## src/rtl/vga_maze_top_if.sv

```systemverilog
// vga_maze_top_if: board-facing buttons, VGA pins and seven-segment pins of the maze game.
// master is the design side, slave is the board/testbench side.
interface vga_maze_top_if;
   logic       BtnU, BtnD, BtnL, BtnR;
   logic       hSync, vSync;
   logic [3:0] vgaR, vgaG, vgaB;
   logic       An0, An1, An2, An3, An4, An5, An6, An7;
   logic       Ca, Cb, Cc, Cd, Ce, Cf, Cg, Dp;
   modport master (
      input  BtnU, BtnD, BtnL, BtnR,
      output hSync, vSync, vgaR, vgaG, vgaB,
      output An0, An1, An2, An3, An4, An5, An6, An7,
      output Ca, Cb, Cc, Cd, Ce, Cf, Cg, Dp
   );
   modport slave (
      output BtnU, BtnD, BtnL, BtnR,
      input  hSync, vSync, vgaR, vgaG, vgaB,
      input  An0, An1, An2, An3, An4, An5, An6, An7,
      input  Ca, Cb, Cc, Cd, Ce, Cf, Cg, Dp
   );
endinterface

```

## src/rtl/vga_maze_top.sv

```systemverilog
// vga_maze_top: 640x480 VGA maze renderer with debounced player movement and a hex move counter.
// Player starts at cell (1,1); reaching cell (28,18) freezes movement until reset.
module vga_maze_top #(
   parameter int CLK_DIV         = 4,
   parameter int DEBOUNCE_CYCLES = 1048576,
   parameter int CELL_PX         = 16
) (
   input  logic           ClkPort,
   input  logic           BtnC,
   vga_maze_top_if.master bus,
   output logic [9:0]     x_coord,
   output logic [9:0]     y_coord,
   output logic           map_data_out_debug
);
   localparam int DW = (CLK_DIV > 1) ? $clog2(CLK_DIV) : 1;
   localparam int CW = $clog2(DEBOUNCE_CYCLES + 1);

   // Column 1 and row 18 are fully open, giving a guaranteed path from start to goal.
   function automatic logic [29:0] map_row(input logic [9:0] r);
      return (r == 10'd0 || r == 10'd19) ? 30'h3FFF_FFFF :
             (r > 10'd19)                ? 30'h0000_0000 :
             (r == 10'd18)               ? 30'h2000_0001 :
             r[0]                        ? 30'h2AAA_AAA9 : 30'h3FFF_FFF9;
   endfunction

   function automatic logic [6:0] seg_hex(input logic [3:0] n);
      case (n)
         4'h0: seg_hex = 7'b1000000;
         4'h1: seg_hex = 7'b1111001;
         4'h2: seg_hex = 7'b0100100;
         4'h3: seg_hex = 7'b0110000;
         4'h4: seg_hex = 7'b0011001;
         4'h5: seg_hex = 7'b0010010;
         4'h6: seg_hex = 7'b0000010;
         4'h7: seg_hex = 7'b1111000;
         4'h8: seg_hex = 7'b0000000;
         4'h9: seg_hex = 7'b0010000;
         4'hA: seg_hex = 7'b0001000;
         4'hB: seg_hex = 7'b0000011;
         4'hC: seg_hex = 7'b1000110;
         4'hD: seg_hex = 7'b0100001;
         4'hE: seg_hex = 7'b0000110;
         default: seg_hex = 7'b0001110;
      endcase
   endfunction

   logic [DW-1:0] r_div;
   logic [9:0]    r_hc, r_vc;
   logic          w_pix_en, w_hwrap;

   assign w_pix_en = r_div == DW'(CLK_DIV - 1);
   assign w_hwrap  = r_hc == 10'd799;

   always_ff @(posedge ClkPort)
      if (BtnC) begin
         r_div <= '0;
         r_hc  <= '0;
         r_vc  <= '0;
      end else begin
         r_div <= w_pix_en ? '0 : r_div + 1'b1;
         if (w_pix_en) begin
            r_hc <= w_hwrap ? '0 : r_hc + 1'b1;
            if (w_hwrap) r_vc <= (r_vc == 10'd524) ? '0 : r_vc + 1'b1;
         end
      end

   logic [4:0]  r_px, r_py, w_tx, w_ty;
   logic [15:0] r_moves;
   logic        r_won, w_go;
   logic [9:0]  w_col, w_row;
   logic [31:0] w_vrow, w_trow;
   logic        w_vis, w_in_maze, w_wall;
   logic [11:0] w_rgb;

   assign w_col     = r_hc / 10'(CELL_PX);
   assign w_row     = r_vc / 10'(CELL_PX);
   assign w_vis     = r_hc < 10'd640 && r_vc < 10'd480;
   assign w_in_maze = w_col < 10'd30 && w_row < 10'd20;
   assign w_vrow    = {2'b00, map_row(w_row)};
   assign w_wall    = w_in_maze && w_vrow[w_col[4:0]];
   assign w_rgb     = (!w_vis || !w_in_maze)                      ? 12'h000 :
                      (w_col[4:0] == r_px && w_row[4:0] == r_py)  ? 12'hF00 :
                      (w_col == 10'd28 && w_row == 10'd18)        ? 12'h0F0 :
                      w_wall                                      ? 12'hFFF : 12'h002;

   logic        r_hs, r_vs;
   logic [11:0] r_rgb;

   always_ff @(posedge ClkPort)
      if (BtnC) begin
         r_hs  <= 1'b1;
         r_vs  <= 1'b1;
         r_rgb <= '0;
      end else begin
         r_hs  <= !(r_hc >= 10'd656 && r_hc < 10'd752);
         r_vs  <= !(r_vc >= 10'd490 && r_vc < 10'd492);
         r_rgb <= w_rgb;
      end

   logic [3:0]    w_btn, r_s1, r_s2, r_db, r_prev, w_pulse;
   logic [CW-1:0] r_cnt [4];

   assign w_btn   = {bus.BtnR, bus.BtnL, bus.BtnD, bus.BtnU};
   assign w_pulse = r_db & ~r_prev;

   always_ff @(posedge ClkPort)
      if (BtnC) begin
         r_s1   <= '0;
         r_s2   <= '0;
         r_db   <= '0;
         r_prev <= '0;
         for (int i = 0; i < 4; i++) r_cnt[i] <= '0;
      end else begin
         r_s1   <= w_btn;
         r_s2   <= r_s1;
         r_prev <= r_db;
         for (int i = 0; i < 4; i++)
            if (r_s2[i] == r_db[i]) r_cnt[i] <= '0;
            else if (r_cnt[i] == CW'(DEBOUNCE_CYCLES - 1)) begin
               r_cnt[i] <= '0;
               r_db[i]  <= r_s2[i];
            end else r_cnt[i] <= r_cnt[i] + 1'b1;
      end

   // Pulse bits are U,D,L,R from bit 0 upward; a lower bit wins.
   assign w_ty   = w_pulse[0] ? r_py - 5'd1 : w_pulse[1] ? r_py + 5'd1 : r_py;
   assign w_tx   = (w_pulse[1:0] != 2'b00) ? r_px :
                   w_pulse[2] ? r_px - 5'd1 : w_pulse[3] ? r_px + 5'd1 : r_px;
   assign w_trow = {2'b00, map_row({5'd0, w_ty})};
   assign w_go   = (w_pulse != 4'b0000) && !r_won && !w_trow[w_tx];

   always_ff @(posedge ClkPort)
      if (BtnC) begin
         r_px    <= 5'd1;
         r_py    <= 5'd1;
         r_moves <= '0;
         r_won   <= 1'b0;
      end else if (w_go) begin
         r_px    <= w_tx;
         r_py    <= w_ty;
         r_moves <= r_moves + 16'd1;
         r_won   <= w_tx == 5'd28 && w_ty == 5'd18;
      end

   logic [18:0] r_ref;
   logic [7:0]  r_an;
   logic [6:0]  r_seg;
   logic [1:0]  w_sel;
   logic [3:0]  w_nib;

   assign w_sel = r_ref[18:17];
   assign w_nib = r_moves[{w_sel, 2'b00} +: 4];

   always_ff @(posedge ClkPort)
      if (BtnC) begin
         r_ref <= '0;
         r_an  <= 8'hFF;
         r_seg <= 7'h7F;
      end else begin
         r_ref <= r_ref + 1'b1;
         r_an  <= ~(8'd1 << w_sel);
         r_seg <= seg_hex(w_nib);
      end

   assign bus.hSync = r_hs;
   assign bus.vSync = r_vs;
   assign {bus.vgaR, bus.vgaG, bus.vgaB} = r_rgb;
   assign {bus.An7, bus.An6, bus.An5, bus.An4, bus.An3, bus.An2, bus.An1, bus.An0} = r_an;
   assign {bus.Cg, bus.Cf, bus.Ce, bus.Cd, bus.Cc, bus.Cb, bus.Ca} = r_seg;
   assign bus.Dp = 1'b1;
   assign x_coord = r_hc;
   assign y_coord = r_vc;
   assign map_data_out_debug = w_wall;
endmodule

```

## src/flat_wrapper.sv

```systemverilog
// flat-port wrapper written by rule: the top's interface ports become plain ports
module vga_maze_top_flat 
#(
   parameter int CLK_DIV         = 4,
   parameter int DEBOUNCE_CYCLES = 1048576,
   parameter int CELL_PX         = 16
)
  (ClkPort, BtnC, x_coord, y_coord, map_data_out_debug, bus_BtnU, bus_BtnD, bus_BtnL, bus_BtnR, bus_hSync, bus_vSync, bus_vgaR, bus_vgaG, bus_vgaB, bus_An0, bus_An1, bus_An2, bus_An3, bus_An4, bus_An5, bus_An6, bus_An7, bus_Ca, bus_Cb, bus_Cc, bus_Cd, bus_Ce, bus_Cf, bus_Cg, bus_Dp);
  vga_maze_top_if bus_i ();
  input  logic ClkPort;
  input  logic BtnC;
  output logic [9:0] x_coord;
  output logic [9:0] y_coord;
  output logic map_data_out_debug;
  input wire logic [$bits(bus_i.BtnU)-1:0] bus_BtnU;
  input wire logic [$bits(bus_i.BtnD)-1:0] bus_BtnD;
  input wire logic [$bits(bus_i.BtnL)-1:0] bus_BtnL;
  input wire logic [$bits(bus_i.BtnR)-1:0] bus_BtnR;
  output wire logic [$bits(bus_i.hSync)-1:0] bus_hSync;
  output wire logic [$bits(bus_i.vSync)-1:0] bus_vSync;
  output wire logic [$bits(bus_i.vgaR)-1:0] bus_vgaR;
  output wire logic [$bits(bus_i.vgaG)-1:0] bus_vgaG;
  output wire logic [$bits(bus_i.vgaB)-1:0] bus_vgaB;
  output wire logic [$bits(bus_i.An0)-1:0] bus_An0;
  output wire logic [$bits(bus_i.An1)-1:0] bus_An1;
  output wire logic [$bits(bus_i.An2)-1:0] bus_An2;
  output wire logic [$bits(bus_i.An3)-1:0] bus_An3;
  output wire logic [$bits(bus_i.An4)-1:0] bus_An4;
  output wire logic [$bits(bus_i.An5)-1:0] bus_An5;
  output wire logic [$bits(bus_i.An6)-1:0] bus_An6;
  output wire logic [$bits(bus_i.An7)-1:0] bus_An7;
  output wire logic [$bits(bus_i.Ca)-1:0] bus_Ca;
  output wire logic [$bits(bus_i.Cb)-1:0] bus_Cb;
  output wire logic [$bits(bus_i.Cc)-1:0] bus_Cc;
  output wire logic [$bits(bus_i.Cd)-1:0] bus_Cd;
  output wire logic [$bits(bus_i.Ce)-1:0] bus_Ce;
  output wire logic [$bits(bus_i.Cf)-1:0] bus_Cf;
  output wire logic [$bits(bus_i.Cg)-1:0] bus_Cg;
  output wire logic [$bits(bus_i.Dp)-1:0] bus_Dp;
  assign bus_i.BtnU = bus_BtnU;
  assign bus_i.BtnD = bus_BtnD;
  assign bus_i.BtnL = bus_BtnL;
  assign bus_i.BtnR = bus_BtnR;
  assign bus_hSync = bus_i.hSync;
  assign bus_vSync = bus_i.vSync;
  assign bus_vgaR = bus_i.vgaR;
  assign bus_vgaG = bus_i.vgaG;
  assign bus_vgaB = bus_i.vgaB;
  assign bus_An0 = bus_i.An0;
  assign bus_An1 = bus_i.An1;
  assign bus_An2 = bus_i.An2;
  assign bus_An3 = bus_i.An3;
  assign bus_An4 = bus_i.An4;
  assign bus_An5 = bus_i.An5;
  assign bus_An6 = bus_i.An6;
  assign bus_An7 = bus_i.An7;
  assign bus_Ca = bus_i.Ca;
  assign bus_Cb = bus_i.Cb;
  assign bus_Cc = bus_i.Cc;
  assign bus_Cd = bus_i.Cd;
  assign bus_Ce = bus_i.Ce;
  assign bus_Cf = bus_i.Cf;
  assign bus_Cg = bus_i.Cg;
  assign bus_Dp = bus_i.Dp;
  vga_maze_top #(.CLK_DIV(CLK_DIV), .DEBOUNCE_CYCLES(DEBOUNCE_CYCLES), .CELL_PX(CELL_PX)) u_core (.ClkPort(ClkPort), .BtnC(BtnC), .bus(bus_i), .x_coord(x_coord), .y_coord(y_coord), .map_data_out_debug(map_data_out_debug));
endmodule
```

## config.mk

```make
export PLATFORM = sky130hd
export DESIGN_NAME = vga_maze_top_flat
export DESIGN_NICKNAME = d
export VERILOG_FILES = /design/src/rtl/vga_maze_top_if.sv /design/src/rtl/vga_maze_top.sv /design/src/flat_wrapper.sv
export SDC_FILE = /design/constraint.sdc
export NUM_CORES = 1
export LEC_CHECK = 0
export CORE_MARGIN = 5
export CORE_UTILIZATION = 45
export DETAILED_ROUTE_END_ITERATION = 6
export DONT_BUFFER_PORTS = 1
export PLACE_DENSITY = 0.65
export SLEW_MARGIN = 15
export SYNTH_ARGS = -nofsm -noshare
export SYNTH_HDL_FRONTEND = slang
export SYNTH_SLANG_ARGS = --single-unit
export TNS_END_PERCENT = 10
```

## constraint.sdc

```tcl
create_clock -name ClkPort -period 6 [get_ports ClkPort]
set_input_delay 0.3 -clock ClkPort [delete_from_list [all_inputs] [get_ports ClkPort]]
set_output_delay 0.3 -clock ClkPort [all_outputs]
set_load 0.05 [all_outputs]
```

## Word-level counts from Yosys, hierarchy flattened

Memories as Yosys holds them, arrays and structs flattened. A register that Yosys moved wholly into a read port is not among the register bits.
Index checks and enable logic that the tools add are counted.

- $add $sub $neg: 13
- Order comparisons: 12
- Equal/unequal tests: 19
- Shift operators: 2
- Mux-type cells: 80
- Bitwise logic cells: 19
- Reductions and logical operators: 32

Operator list:

| operator | number |
|---|---|
| $mux W21 | 12 |
| $mux W30 | 6 |
| $add A21 B1 Y21 const B | 4 |
| $eq A21 B20 Y1 const B | 4 |
| $mux W29 | 2 |
| $mux W1 | 48 |
| $mux W12 | 3 |
| $mux W5 | 5 |
| $add A10 B1 Y10 const B | 2 |
| $eq A10 B10 Y1 const B | 2 |
| $lt A10 B10 Y1 const B | 2 |
| $lt A10 B9 Y1 const B | 2 |
| $mux W10 | 2 |
| $add A19 B1 Y19 const B | 1 |
| $eq A6 B5 Y1 const B | 3 |
| $add A16 B1 Y16 const B | 1 |
| $shiftx A16 B5 Y4 | 1 |
| $eq A5 B5 Y1 const B | 3 |
| $lt A5 B6 Y1 const B | 2 |
| $lt A6 B5 Y1 const B | 2 |
| $or A1 B1 Y1 | 12 |
| $add A5 B1 Y5 const B | 2 |
| $bmux W1 S5 | 2 |
| $eq A5 B5 Y1 | 2 |
| 24 further kinds | 52 |

- Register bits after elaboration: 106
- RAM bits: 84
- Bits in read-only memories: 112
- Input bits: 6
- Word-level logic and storage cells: 200
- Memories kept: 2

Memory list:

| memory | depth | width | read ports | clocked after memory_dff | wr ports | RTL line | text |
|---|---|---|---|---|---|---|---|
| (name not given) | 16 | 7 | 1 | 1 | 0 | vga_maze_top.sv:27 | `case (n)` |
| u_core.r_cnt | 4 | 21 | 4 | 0 | 4 | vga_maze_top.sv:101 | `logic [CW-1:0] r_cnt [4];` |

## Depth between registers and ports, before layout

Gate-level depths: netlist of run 1.

- Word-level depth: 12
- Depth in mapped cells: 14
- Mapped depth without buffers: 11

## Worst setup path after synthesis of run 1

OpenSTA, ideal clock, no wires.

- Path kind: flip-flop to flip-flop
- From: register u_core.r_px[0]
- To: register u_core.r_px[0]
- Arrival: 2778 ps
- Data required time: 5873 ps
- Setup slack: 3094 ps
- Stages on the path, launching flop included: 11
- Buffers on the path: 2
- Period minus slack after synthesis: 2906 ps
- Cells stage by stage: dfxtp_1 buf_6 or4b_4 or4_1 o311ai_1 o21ai_1 or3_1 a22oi_4 buf_6 nor3_1 or3b_1

- Word-level cells in the longest chain between the ends: 8

RTL lines:

| what | RTL line | text |
|---|---|---|
| start, declared | vga_maze_top.sv:67 | `logic [4:0] r_px, r_py, w_tx, w_ty;` |
| start signal, assigned | vga_maze_top.sv:139 | `r_px <= w_tx;` |
| $add A5 B1 Y5 | vga_maze_top.sv:128 | `w_pulse[2] ? r_px - 5'd1 : w_pulse[3] ? r_px + 5'd1 : r_px;` |
| $mux W5 (2 in series) | vga_maze_top.sv:128 |  |
| $mux W5 * | vga_maze_top.sv:127 | `assign w_tx = (w_pulse[1:0] != 2'b00) ? r_px :` |
| $bmux W1 S5 | vga_maze_top.sv:130 | `assign w_go = (w_pulse != 4'b0000) && !r_won && !w_trow[w_tx];` |
| $mux W1 (not written as such) | vga_maze_top.sv:130 |  |
| $logic_not A1 Y1 | vga_maze_top.sv:130 |  |
| $logic_and A1 B1 Y1 | vga_maze_top.sv:130 |  |

Every way passes the cells marked *; elsewhere a longest branch is shown, timed or not. The select of a mux whose other input is x is not followed.
A chain may end at the register's enable or synchronous reset.

## Final worst setup path of run 1

Ends and elaborated chain as after synthesis.

==> results of run 1 <==
kinds of logic (layout without fill, tap and decap cells):
group | Yosys count | count (layout) | synth area share [%]
compound gates | 110 | 110 | 7.63
mux | 19 | 19 | 2.56
other cells | 1 | 89 | 0.0392
buf+inv | 92 | 75 | 4.54
flops | 185 | 185 | 47.5
xor+xnor | 126 | 126 | 11.5
simple gates | 452 | 452 | 23.4
fa+ha+maj | 21 | 21 | 2.75
power groups by stage:
stage	Combinational, mW	Sequential [mW]	Clock (mW)
floorplan	0.0818	1.42	0
global placement	0.0678	1.43	0
detailed placement	0.0681	1.43	0
CTS	0.0823	1.40	1.18
global route	0.0950	1.41	1.23
finish	0.0822	1.40	1.15
registers in the layout (all words and copies together) (netlist names):
register / count
u_core.r_an: 4
u_core.r_cnt: 84
u_core.r_div: 2
u_core.r_prev: 4
u_core.r_py: 5
u_core.r_won: 1
u_core.r_ref: 19
u_core.r_rgb: 4
u_core.bus.vSync: 1
u_core.r_s1: 4
u_core.r_seg: 7
u_core.bus.hSync: 1
u_core.r_db: 4
u_core.r_moves: 16
u_core.r_s2: 4
u_core.r_px: 5
u_core.x_coord: 10
u_core.y_coord: 10
routing by layer:
layer  GRT usage [%]  part of all wire (%)  up-vias
met5               0                     0        -
met4            5.21                  0.71        0
met3            3.05                   3.4       10
met2            23.9                    47       65
met1            19.6                    49     3186
li1                -                     -     3518
placed cells by master, fill, tap and decap left out, types with 21 or more instances in the layout:
cell,synthesis,routed
sky130_fd_sc_hd__edfxtp_1,84,84
sky130_fd_sc_hd__xor2_1,73,73
sky130_fd_sc_hd__dfxtp_1,101,99
sky130_fd_sc_hd__conb_1,1,89
sky130_fd_sc_hd__nand3_1,52,52
sky130_fd_sc_hd__inv_1,34,34
sky130_fd_sc_hd__nand2_1,67,67
sky130_fd_sc_hd__a21oi_1,32,32
sky130_fd_sc_hd__o21ai_0,30,29
sky130_fd_sc_hd__xnor2_1,53,53
sky130_fd_sc_hd__ha_1,21,21
sky130_fd_sc_hd__and3_1,32,32
sky130_fd_sc_hd__nor2_1,164,164
final cells by class:
| class | instances | area, um2 |
|---|---|---|
| fillers | 2023 | 10300 |
| multi-input cells | 817 | 4920 |
| flip-flops and latches | 185 | 4550 |
| clock buffers | 20 | 468 |
| well taps | 275 | 344 |
| clock inverters | 12 | 138 |
| inverters | 34 | 128 |
| repair buffers | 9 | 97.6 |
worst reg2reg max path: stages, from the launching register on:
cell                        delay (ns)
sky130_fd_sc_hd__dfxtp_1          0.52
sky130_fd_sc_hd__inv_1            0.12
sky130_fd_sc_hd__ha_1             0.24
sky130_fd_sc_hd__and3b_1          0.20
sky130_fd_sc_hd__a31oi_2          0.29
sky130_fd_sc_hd__mux2i_1          0.22
sky130_fd_sc_hd__o22ai_1          0.11
sky130_fd_sc_hd__a31oi_1          0.30
sky130_fd_sc_hd__a2111oi_4        0.13
sky130_fd_sc_hd__a22oi_4          0.87
sky130_fd_sc_hd__nor3_1           0.07
sky130_fd_sc_hd__or3b_1           0.39
final timing paths:
check	end	start	slack, ns	cells past startpoint
hold / removal	u_core.r_seg[6]$_SDFF_PP1_	BtnC	0.01	2
setup / recovery	u_core.r_px[0]$_SDFFE_PP1P_	u_core.r_px[0]$_SDFFE_PP1P_	2.43	11
setup reg to reg	u_core.r_px[0]$_SDFFE_PP1P_	u_core.r_px[0]$_SDFFE_PP1P_	2.43	11
hold reg to reg	u_core.r_div[0]$_SDFF_PP0_	u_core.r_div[0]$_SDFF_PP0_	0.43	1
timing repair:
item	in CTS	in global routing
buffers inserted	0	0
gates resized for setup	0	0
hold endpoints to repair	74	0
hold buffers	5	0
==> flow_summary.yaml, run 1 <==
synth:
  yosysTopAreaCellShare_pct: 26.4
  synth_enable_flop_cells: 84
  ys_top_cells_by_count: "sky130_fd_sc_hd__nor2_1, sky130_fd_sc_hd__dfxtp_1, sky130_fd_sc_hd__edfxtp_1"
  yosys-top-cells-area: "sky130_fd_sc_hd__edfxtp_1, sky130_fd_sc_hd__dfxtp_1, sky130_fd_sc_hd__xor2_1"
  synth_top_flop_cell: "sky130_fd_sc_hd__dfxtp_1"
  synth.avg_cell_area_um2: 9.51
  synth_area_um2: 9570
  synth_seq_cells: 185
  async_flop_share_pct: 0
  netlist.top_cell.by_area: "sky130_fd_sc_hd__edfxtp_1"
  yosys_warnings: 0
  seq_area_frac_synth_pct: 47.5
  syn_inst_count: 1006
  synth_most_common_cell: "sky130_fd_sc_hd__nor2_1"
  yosysUniqueCellTypes: 70
worst_hold_path:
  hold_class: "input pin to register"
placement:
  placedInstanceArea_um2: 9970
  routabilityCongestion: 0.797
  place.detailed.hpwl_um: 11700
  place_ws_ns: 2.45
  numPortBuffers: 0
  placed_cells: 1315
detailed_routing:
  route.detailed.wl_per_inst_um: 12.8
  routed_via_density: 5.01
  routed_wirelength_um: 17300
  first_drt_pass_iteration_count: 5
  drc: 0
  total_vias_in_the_final_route: 6779
  dr.first_iter.drc_count: 376
  antenna_left: 0
die:
  std_cell_rows: 53
  chip_height_um: 156
  design.portCount: 57
  placeableCoreArea_um2: 21000
  fp.dieArea_um2: 24300
  start_util_pct: 45.6
  die-width_um: 156
cells_and_area:
  area_growth_pct: 11.2
  utilization_pct: 50.8
  post_layout_nonfiller_instances: 1352
  design_area_um2: 10600
  drive_above_1_share_pct: 5.66
  antenna_cells_inserted: 0
  nNetsFinal: 1091
timing:
  min_period_ns: 3.57
  max_slew_margin_pct: 27.0
  fin_setup_tns_ns: 0
  timing.final.ws_setup_ns: 2.43
  fmaxAchievable_mhz: 280
  hold_violations: 0
  final_max_slew_viol_count: 0
  finish_stage_setup_viols: 0
  timing_worst_slew_pin_value_ns: 1.09
  grt_setup_unrepaired: "false"
  fin_skew_ns: 0.0175
  timing.final.crit_share_pct: 59.5
  whs_ns: 0.0147
pwr:
  vdd.ir_drop.worst_mv: 0.170
  switching_power_mw: 0.593
  netSwitchingFraction_pct: 22.5
  power_density_nw_per_um2: 247
  total_power_mw: 2.63
  power.share.combinational_pct: 3.1
  sequentialPowerShare_pct: 53.3
  clkPwrFrac_pct: 43.6
  static_leakage_nw: 3.87
  power_report.internal_total_mw: 2.04
critical_path:
  slowest_stage_cell_on_the_critical_path: "sky130_fd_sc_hd__a22oi_4"
  slowest_delay_ns: 0.87
  crit_path_start_kind: "register"
  cp_data_arrival_time_ns: 3.88
  cp_cell_sequence: "inv_1, ha_1, and3b_1, a31oi_2, mux2i_1, o22ai_1, a31oi_1, a2111oi_4, a22oi_4, nor3_1, or3b_1"
  critical_path.endpoint_type: "register"
  critical_path.top_delay_family: "compound AO/OA/AOI/OAI gates"
  ws_path_type: "register to register"
  cp_max_fo: 50
  cp.buffers_inverters: 1
  critPathRequiredTime_ns: 6.30
clock_network:
  clock_root_buffer: "sky130_fd_sc_hd__clkbuf_16"
  cts_tree: "yes"
  ctsHtreeMaxLevel: 4
  clk-insertion-delay-late_ns: 0.43
  clock_sinks: 185
  clk_pin_slew_worst_paths_ns: 0.07
  max-clock-path-buffers: 2
  cts_buffers: 17
global_routing:
  track_usage_pct: 14.7
  wire_length_of_the_first_global_routing_pass_um: 29900
  number_of_global_route_vias_before_repair: 6405
  grt_start_max_net_pins: 75
  grt.overflow.total: 0
  number_of_antenna_violations_at_the_first_check_in_global_routing: 0
run:
  max_cap_violation_count: 0
status:
  run_status: "complete, no violations"
Power figures use the tool's default switching activity.
==> run 2, diff against run 1 <==
==> constraint.sdc (replaced) <==
create_clock -name ClkPort -period 3.3 [get_ports ClkPort]
set_input_delay 0.165 -clock ClkPort [delete_from_list [all_inputs] [get_ports ClkPort]]
set_output_delay 0.165 -clock ClkPort [all_outputs]
set_load 0.05 [all_outputs]
==> flow_summary.yaml, run 2 (synthesized netlist as in run 1, its figures left out) <==
status:
  run_status: "complete, no violations"
critical_path:
  cp_cell_sequence: "buf_4, or4b_4, or4_1, o311ai_1, a21oi_1, a211oi_2, a22oi_4, buf_4, buf_4, or4_1, a21oi_1"
  r2r_start: "u_core.r_px[0]$_SDFFE_PP1P_"
  cp.buffers_inverters: 3
  ff2ff_path_depth: 11
  terminus_of_the_critical_flop_to_flop_path: "u_core.r_px[3]$_SDFFE_PP0P_"
  ws_path_type: "register to register"
  critical_path.endpoint_type: "register"
  levels_on_crit_path: 11
  worst_path_most_repeated_cell: "sky130_fd_sc_hd__buf_4"
  critical_path.top_delay_family: "simple AND/OR/NAND/NOR gates"
  crit_path_start_kind: "register"
  cp_max_fo: 8
  cp_data_arrival_time_ns: 3.54
  critPathRequiredTime_ns: 3.66
  r2r_slack_ns: 0.12
  slowest_delay_ns: 0.55
  slowest_stage_cell_on_the_critical_path: "sky130_fd_sc_hd__or4b_4"
pwr:
  sequentialPowerShare_pct: 51.5
  power_density_nw_per_um2: 453
  power.share.combinational_pct: 3.2
  static_leakage_nw: 4.00
  clkPwrFrac_pct: 45.3
  power_report.internal_total_mw: 3.86
  vdd.ir_drop.worst_mv: 0.329
  netSwitchingFraction_pct: 21.8
  switching_power_mw: 1.08
worst_hold_path:
  hold_ep: "u_core.r_rgb[10]$_SDFF_PP0_"
  hold_sp: "BtnC"
  hold_class: "input pin to register"
  min_path_cells: 3
timing:
  timing.final.crit_share_pct: 96.3
  fin_skew_ns: 0.0137
  whs_ns: 0.0440
  hold_violations: 0
  fmaxAchievable_mhz: 315
  finish_stage_setup_viols: 0
  fin_setup_tns_ns: 0
  max_slew_margin_pct: 33.2
  min_period_ns: 3.18
  final_max_slew_viol_count: 0
  timing_worst_slew_pin_value_ns: 1.00
die:
  placeableCoreArea_um2: 21000
  die-width_um: 156
  chip_height_um: 156
  start_util_pct: 45.6
  fp.dieArea_um2: 24300
  std_cell_rows: 53
  design.portCount: 57
cells_and_area:
  nNetsFinal: 1113
  layout.cells.most_common: "sky130_fd_sc_hd__nor2_1"
  top_regs: "u_core.r_cnt: 84 flops, u_core.r_ref: 19 flops, u_core.r_moves: 16 flops"
  final_cell_mix: "sky130_fd_sc_hd__nor2_1, sky130_fd_sc_hd__dfxtp_1, sky130_fd_sc_hd__conb_1"
  area_growth_pct: 14.1
  antenna_cells_inserted: 0
  drive_above_1_share_pct: 8.64
  largest_register: "u_core.r_cnt"
  largest_reg_flops: 84
detailed_routing:
  drc: 0
  total_vias_in_the_final_route: 6906
  routed_via_density: 5.03
  antenna_left: 0
  route.detailed.wl_per_inst_um: 12.6
  dr.first_iter.drc_count: 396
  first_drt_pass_iteration_count: 5
  routed_wirelength_um: 17400
clock_network:
  clock_root_buffer: "sky130_fd_sc_hd__clkbuf_16"
  max-clock-path-buffers: 2
  ctsHtreeMaxLevel: 4
  clk_pin_slew_worst_paths_ns: 0.07
  cts_buffers: 17
  cts_tree: "yes"
  clk-insertion-delay-late_ns: 0.43
  clock_sinks: 185
global_routing:
  number_of_global_route_vias_before_repair: 6384
  grt_start_max_net_pins: 86
  wire_length_of_the_first_global_routing_pass_um: 29700
  grt.overflow.total: 0
  track_usage_pct: 14.7
  number_of_antenna_violations_at_the_first_check_in_global_routing: 0
placement:
  routabilityCongestion: 0.859
  place.detailed.hpwl_um: 11900
  numPortBuffers: 0
run:
  max_cap_violation_count: 0
run 2: cell count changes in the layout (fill, tap and decap cells not counted), sizes merged:
cell,previous run,this run
clkinv,4,5
bufinv,2,5
inv,38,36
buf,5,27
clkbuf,20,17
clkinvlp,2,3
run 2: repair_timing:
item / in CTS / in global routing
hold endpoints to repair: 89 / 0
setup buffers: 0 / 3
hold buffers: 5 / 0
gates resized for setup: 0 / 14
endpoints found under the setup margin: 0 / 20
run 2: per-stage QoR:
step	total power, mW	cells	instance area [um2]	worst slack, ns	util (%)
final	4.94	1374	10900	0.121	52.1
after global routing	5.14	1374	10900	-0.0313	52.1
after CTS	5.00	1371	10800	0.0121	51.7
after detailed placement	2.73	1334	10100	0.0324	48.3
after global placement	2.72	1334	10100	0.186	48.3
after floorplan	2.72	1094	9900	0.394	-
run 2: layer usage:
metal	GRT usage (%)	part of all wire, %
met1	19.1	47
met2	24.2	47
met3	3.52	4.1
met4	4.63	1.4
met5	0	0
run 2: tightest hold or removal path, cell delays in order:
cell and delay (ns):
sky130_fd_sc_hd__or4_1 0.08, sky130_fd_sc_hd__nor2_1 0.06, sky130_fd_sc_hd__a21boi_0 0.12
run 2: how the worst max path moves through the flow:
stage / slack (ns) / startpoint / end
3_5_place_dp: 0.03 / u_core.r_py[0]$_SDFFE_PP1P_ / u_core.r_moves[9]$_SDFFE_PP0P_
2_1_floorplan: 0.39 / u_core.r_px[0]$_SDFFE_PP1P_ / u_core.r_px[0]$_SDFFE_PP1P_
6_report: 0.12 / u_core.r_px[0]$_SDFFE_PP1P_ / u_core.r_px[3]$_SDFFE_PP0P_
4_1_cts: 0.01 / u_core.r_py[0]$_SDFFE_PP1P_ / u_core.r_moves[9]$_SDFFE_PP0P_
3_3_place_gp: 0.19 / u_core.r_px[0]$_SDFFE_PP1P_ / u_core.r_moves[1]$_SDFFE_PP0P_
5_1_grt: -0.03 / u_core.r_py[0]$_SDFFE_PP1P_ / u_core.r_px[0]$_SDFFE_PP1P_
run 2: final cells by class:
class	instances	area (um2)
fillers	1972	10000
multi-input cells	817	4970
flip-flops and latches	185	4550
clock buffers	17	425
well taps	275	344
repair buffers	31	275
clock inverters	15	224
inverters	34	128
run 2: power by group through the flow:
stage	logic, mW	clock network, mW	registers, mW
after global routing	0.181	2.41	2.55
final	0.159	2.24	2.54
after global placement	0.131	0	2.59
after floorplan	0.149	0	2.57
after CTS	0.158	2.30	2.54
after detailed placement	0.133	0	2.60
==> run 3, diff against run 2 <==
--- a/config.mk
+++ b/config.mk
@@ -5,6 +5,7 @@
 export SDC_FILE = /design/constraint.sdc
 export NUM_CORES = 1
 export LEC_CHECK = 0
+export ABC_AREA = 1
 export CORE_MARGIN = 5
 export CORE_UTILIZATION = 45
 export DETAILED_ROUTE_END_ITERATION = 6
==> flow_summary.yaml, run 3 <==
timing:
  finish_stage_setup_viols: 0
  whs_ns: 0.0555
  fin_setup_tns_ns: 0
  fin_skew_ns: 0.0106
  grt_setup_unrepaired: "false"
  timing.final.crit_share_pct: 86.3
  final_max_slew_viol_count: 0
  hold_violations: 0
  timing.final.ws_setup_ns: 0.452
  fmaxAchievable_mhz: 351
  timing_worst_slew_pin_value_ns: 0.999
  max_slew_margin_pct: 33.6
  min_period_ns: 2.85
clock_network:
  cts-hold-fix-buffers: 5
  cts_tree: "yes"
  buffers_inserted_during_post_cts_setup_optimization: 0
  cts_buffers: 17
  clock_sinks: 185
  max-clock-path-buffers: 2
  ctsHtreeMaxLevel: 4
  post_cts.resized_instances: 0
  clk-insertion-delay-late_ns: 0.43
  clk_pin_slew_worst_paths_ns: 0.07
  clock_root_buffer: "sky130_fd_sc_hd__clkbuf_16"
pwr:
  power_density_nw_per_um2: 423
  static_leakage_nw: 4.54
  vdd.ir_drop.worst_mv: 0.356
  total_power_mw: 4.67
critical_path:
  critical_path.endpoint_type: "primary output"
  crit_path_start_kind: "register"
  cp_max_fo: 8
  critPathRequiredTime_ns: 3.13
  critical_path.top_delay_family: "compound AO/OA/AOI/OAI gates"
  cp_cell_sequence: "nand2_1, nor2_1, inv_1, nor2_1, a2111oi_0, nand2_1, inv_1"
  ws_path_type: "register to primary output"
  cp.buffers_inverters: 2
  r2r_slack_ns: 0.64
  cp_data_arrival_time_ns: 2.68
  slowest_stage_cell_on_the_critical_path: "sky130_fd_sc_hd__a2111oi_0"
  slowest_delay_ns: 0.63
synth:
  yosys_warnings: 0
  synth_enable_flop_cells: 84
  synth_top_flop_cell: "sky130_fd_sc_hd__dfxtp_1"
  synth.avg_cell_area_um2: 8.13
  yosysUniqueCellTypes: 58
  yosys-top-cells-area: "sky130_fd_sc_hd__edfxtp_1, sky130_fd_sc_hd__dfxtp_1, sky130_fd_sc_hd__nand2_1"
  synth_area_um2: 9810
  netlist.top_cell.by_area: "sky130_fd_sc_hd__edfxtp_1"
  syn_inst_count: 1207
  seq_area_frac_synth_pct: 46.3
  ys_top_cells_by_count: "sky130_fd_sc_hd__nand2_1, sky130_fd_sc_hd__inv_1, sky130_fd_sc_hd__nor2_1"
  yosysTopAreaCellShare_pct: 25.7
  synth_seq_cells: 185
  synth_most_common_cell: "sky130_fd_sc_hd__nand2_1"
  async_flop_share_pct: 0
detailed_routing:
  first_drt_pass_iteration_count: 5
  dr.first_iter.drc_count: 360
  total_vias_in_the_final_route: 7778
  drc: 0
  antenna_left: 0
  routed_via_density: 4.88
  routed_wirelength_um: 19100
  route.detailed.wl_per_inst_um: 12.0
die:
  start_util_pct: 45.4
  design.portCount: 57
  placeableCoreArea_um2: 21600
  fp.dieArea_um2: 24900
  chip_height_um: 158
  die-width_um: 158
  std_cell_rows: 54
cells_and_area:
  area_growth_pct: 12.7
  largest_register: "u_core.r_cnt"
  nFillCells: 2095
  sequential_cell_area_um2: 4550
  total_area_of_multi_input_combinational_cells_um2: 4710
  utilization_pct: 51.1
  final_cell_mix: "sky130_fd_sc_hd__nand2_1, sky130_fd_sc_hd__inv_1, sky130_fd_sc_hd__nor2_1"
  antenna_cells_inserted: 0
  top_regs: "u_core.r_cnt: 84 flops, u_core.r_ref: 19 flops, u_core.r_moves: 16 flops"
  drive_above_1_share_pct: 7.31
  nNetsFinal: 1328
  largest_reg_flops: 84
  layout.cells.most_common: "sky130_fd_sc_hd__nand2_1"
worst_hold_path:
  hold_class: "input pin to register"
global_routing:
  number_of_antenna_violations_at_the_first_check_in_global_routing: 0
  grt.overflow.total: 0
  grt_start_max_net_pins: 49
  number_of_global_route_vias_before_repair: 7389
  track_usage_pct: 16.0
  wire_length_of_the_first_global_routing_pass_um: 33000
status:
  run_status: "complete, no violations"
placement:
  place.detailed.hpwl_um: 13700
  numPortBuffers: 0
  place_ws_ns: 0.594
  routabilityCongestion: 0.900
run:
  max_cap_violation_count: 0
[run 3: cell count changes in the layout (fill, tap and decap cells not counted), moves of 9 or more]
| cell | change |
|---|---|
| sky130_fd_sc_hd__nand2_1 | +137 |
| sky130_fd_sc_hd__inv_1 | +135 |
| sky130_fd_sc_hd__xnor2_1 | -41 |
| sky130_fd_sc_hd__a21oi_1 | +38 |
| sky130_fd_sc_hd__xor2_1 | -29 |
| sky130_fd_sc_hd__nor3_1 | +28 |
| sky130_fd_sc_hd__and3_1 | -27 |
| sky130_fd_sc_hd__or3_1 | -20 |
| sky130_fd_sc_hd__nand4_1 | +19 |
| sky130_fd_sc_hd__nor2b_1 | -17 |
| sky130_fd_sc_hd__nor3b_1 | +17 |
| sky130_fd_sc_hd__mux2i_1 | -10 |
| sky130_fd_sc_hd__nand2b_1 | -9 |
| sky130_fd_sc_hd__or4_1 | -9 |
[run 3: final timing paths]
kind              cells after the start                        startpoint                           endpoint
hold reg to reg                       2         u_core.r_s1[0]$_SDFF_PP0_          u_core.r_s2[0]$_SDFF_PP0_
hold / removal                        3                              BtnC        u_core.r_db[3]$_SDFFE_PP0P_
setup / recovery                      7    u_core.x_coord[6]$_SDFFE_PP0P_                 map_data_out_debug
setup reg to reg                     14  u_core.r_cnt[2][0]$_SDFFCE_PN0P_  u_core.r_cnt[2][17]$_SDFFCE_PN0P_
[run 3: worst register-to-register path, delay by kind of cell (launching register included)]
kind | cells | cell delay, ns
DFF | 1 | 0.38
buffers and inverters | 2 | 0.30
and+or+nand+nor | 11 | 1.55
adders and majority gates | 1 | 0.18
[run 3: logic make-up (layout without fill, tap and decap cells)]
group	count (synthesis)	in the layout	share of synthesized area (%)
buffers and inverters	213	232	9.08
other	1	89	0.0382
xor gates and xnor gates	58	58	5.33
AOI/OAI and AO/OA	155	155	9.35
adders and majority gates	21	21	2.68
and+or+nand+nor	574	574	27.2
DFF	185	185	46.3
[run 3: per-layer routing]
| layer | share of wire, % | wire length, um | GRT usage [%] | vias up |
|---|---|---|---|---|
| li1 | - | - | - | 4097 |
| met1 | 49 | 9330 | 21.0 | 3530 |
| met2 | 45 | 8590 | 26.3 | 125 |
| met3 | 4.3 | 821 | 3.14 | 26 |
| met4 | 1.8 | 337 | 5.57 | 0 |
| met5 | 0 | 0 | 0 | - |
[run 3: layout make-up]
class,instances,area share (%)
clock inverters,6,0.340
multi-input cells,897,42.6
well taps,280,3.17
flip-flops and latches,185,41.1
repair buffers,26,2.04
clock buffers,26,4.82
inverters,174,5.91
[run 3: stage by stage]
stage | instances | cell area, um2
6_report | 1594 | 11100
5_1_grt | 1594 | 11100
4_1_cts | 1594 | 11100
3_5_place_dp | 1557 | 10400
3_3_place_gp | 1557 | 10400
2_1_floorplan | 1295 | 10100
[run 3: report_power, final]
part | switching, mW | internal, mW | leakage [nW]
Combinational | 0.124 | 0.0527 | 2.56
Sequential | 0.0820 | 2.46 | 1.69
Clock | 0.845 | 1.11 | 0.289
Total | 1.05 | 3.62 | 4.54
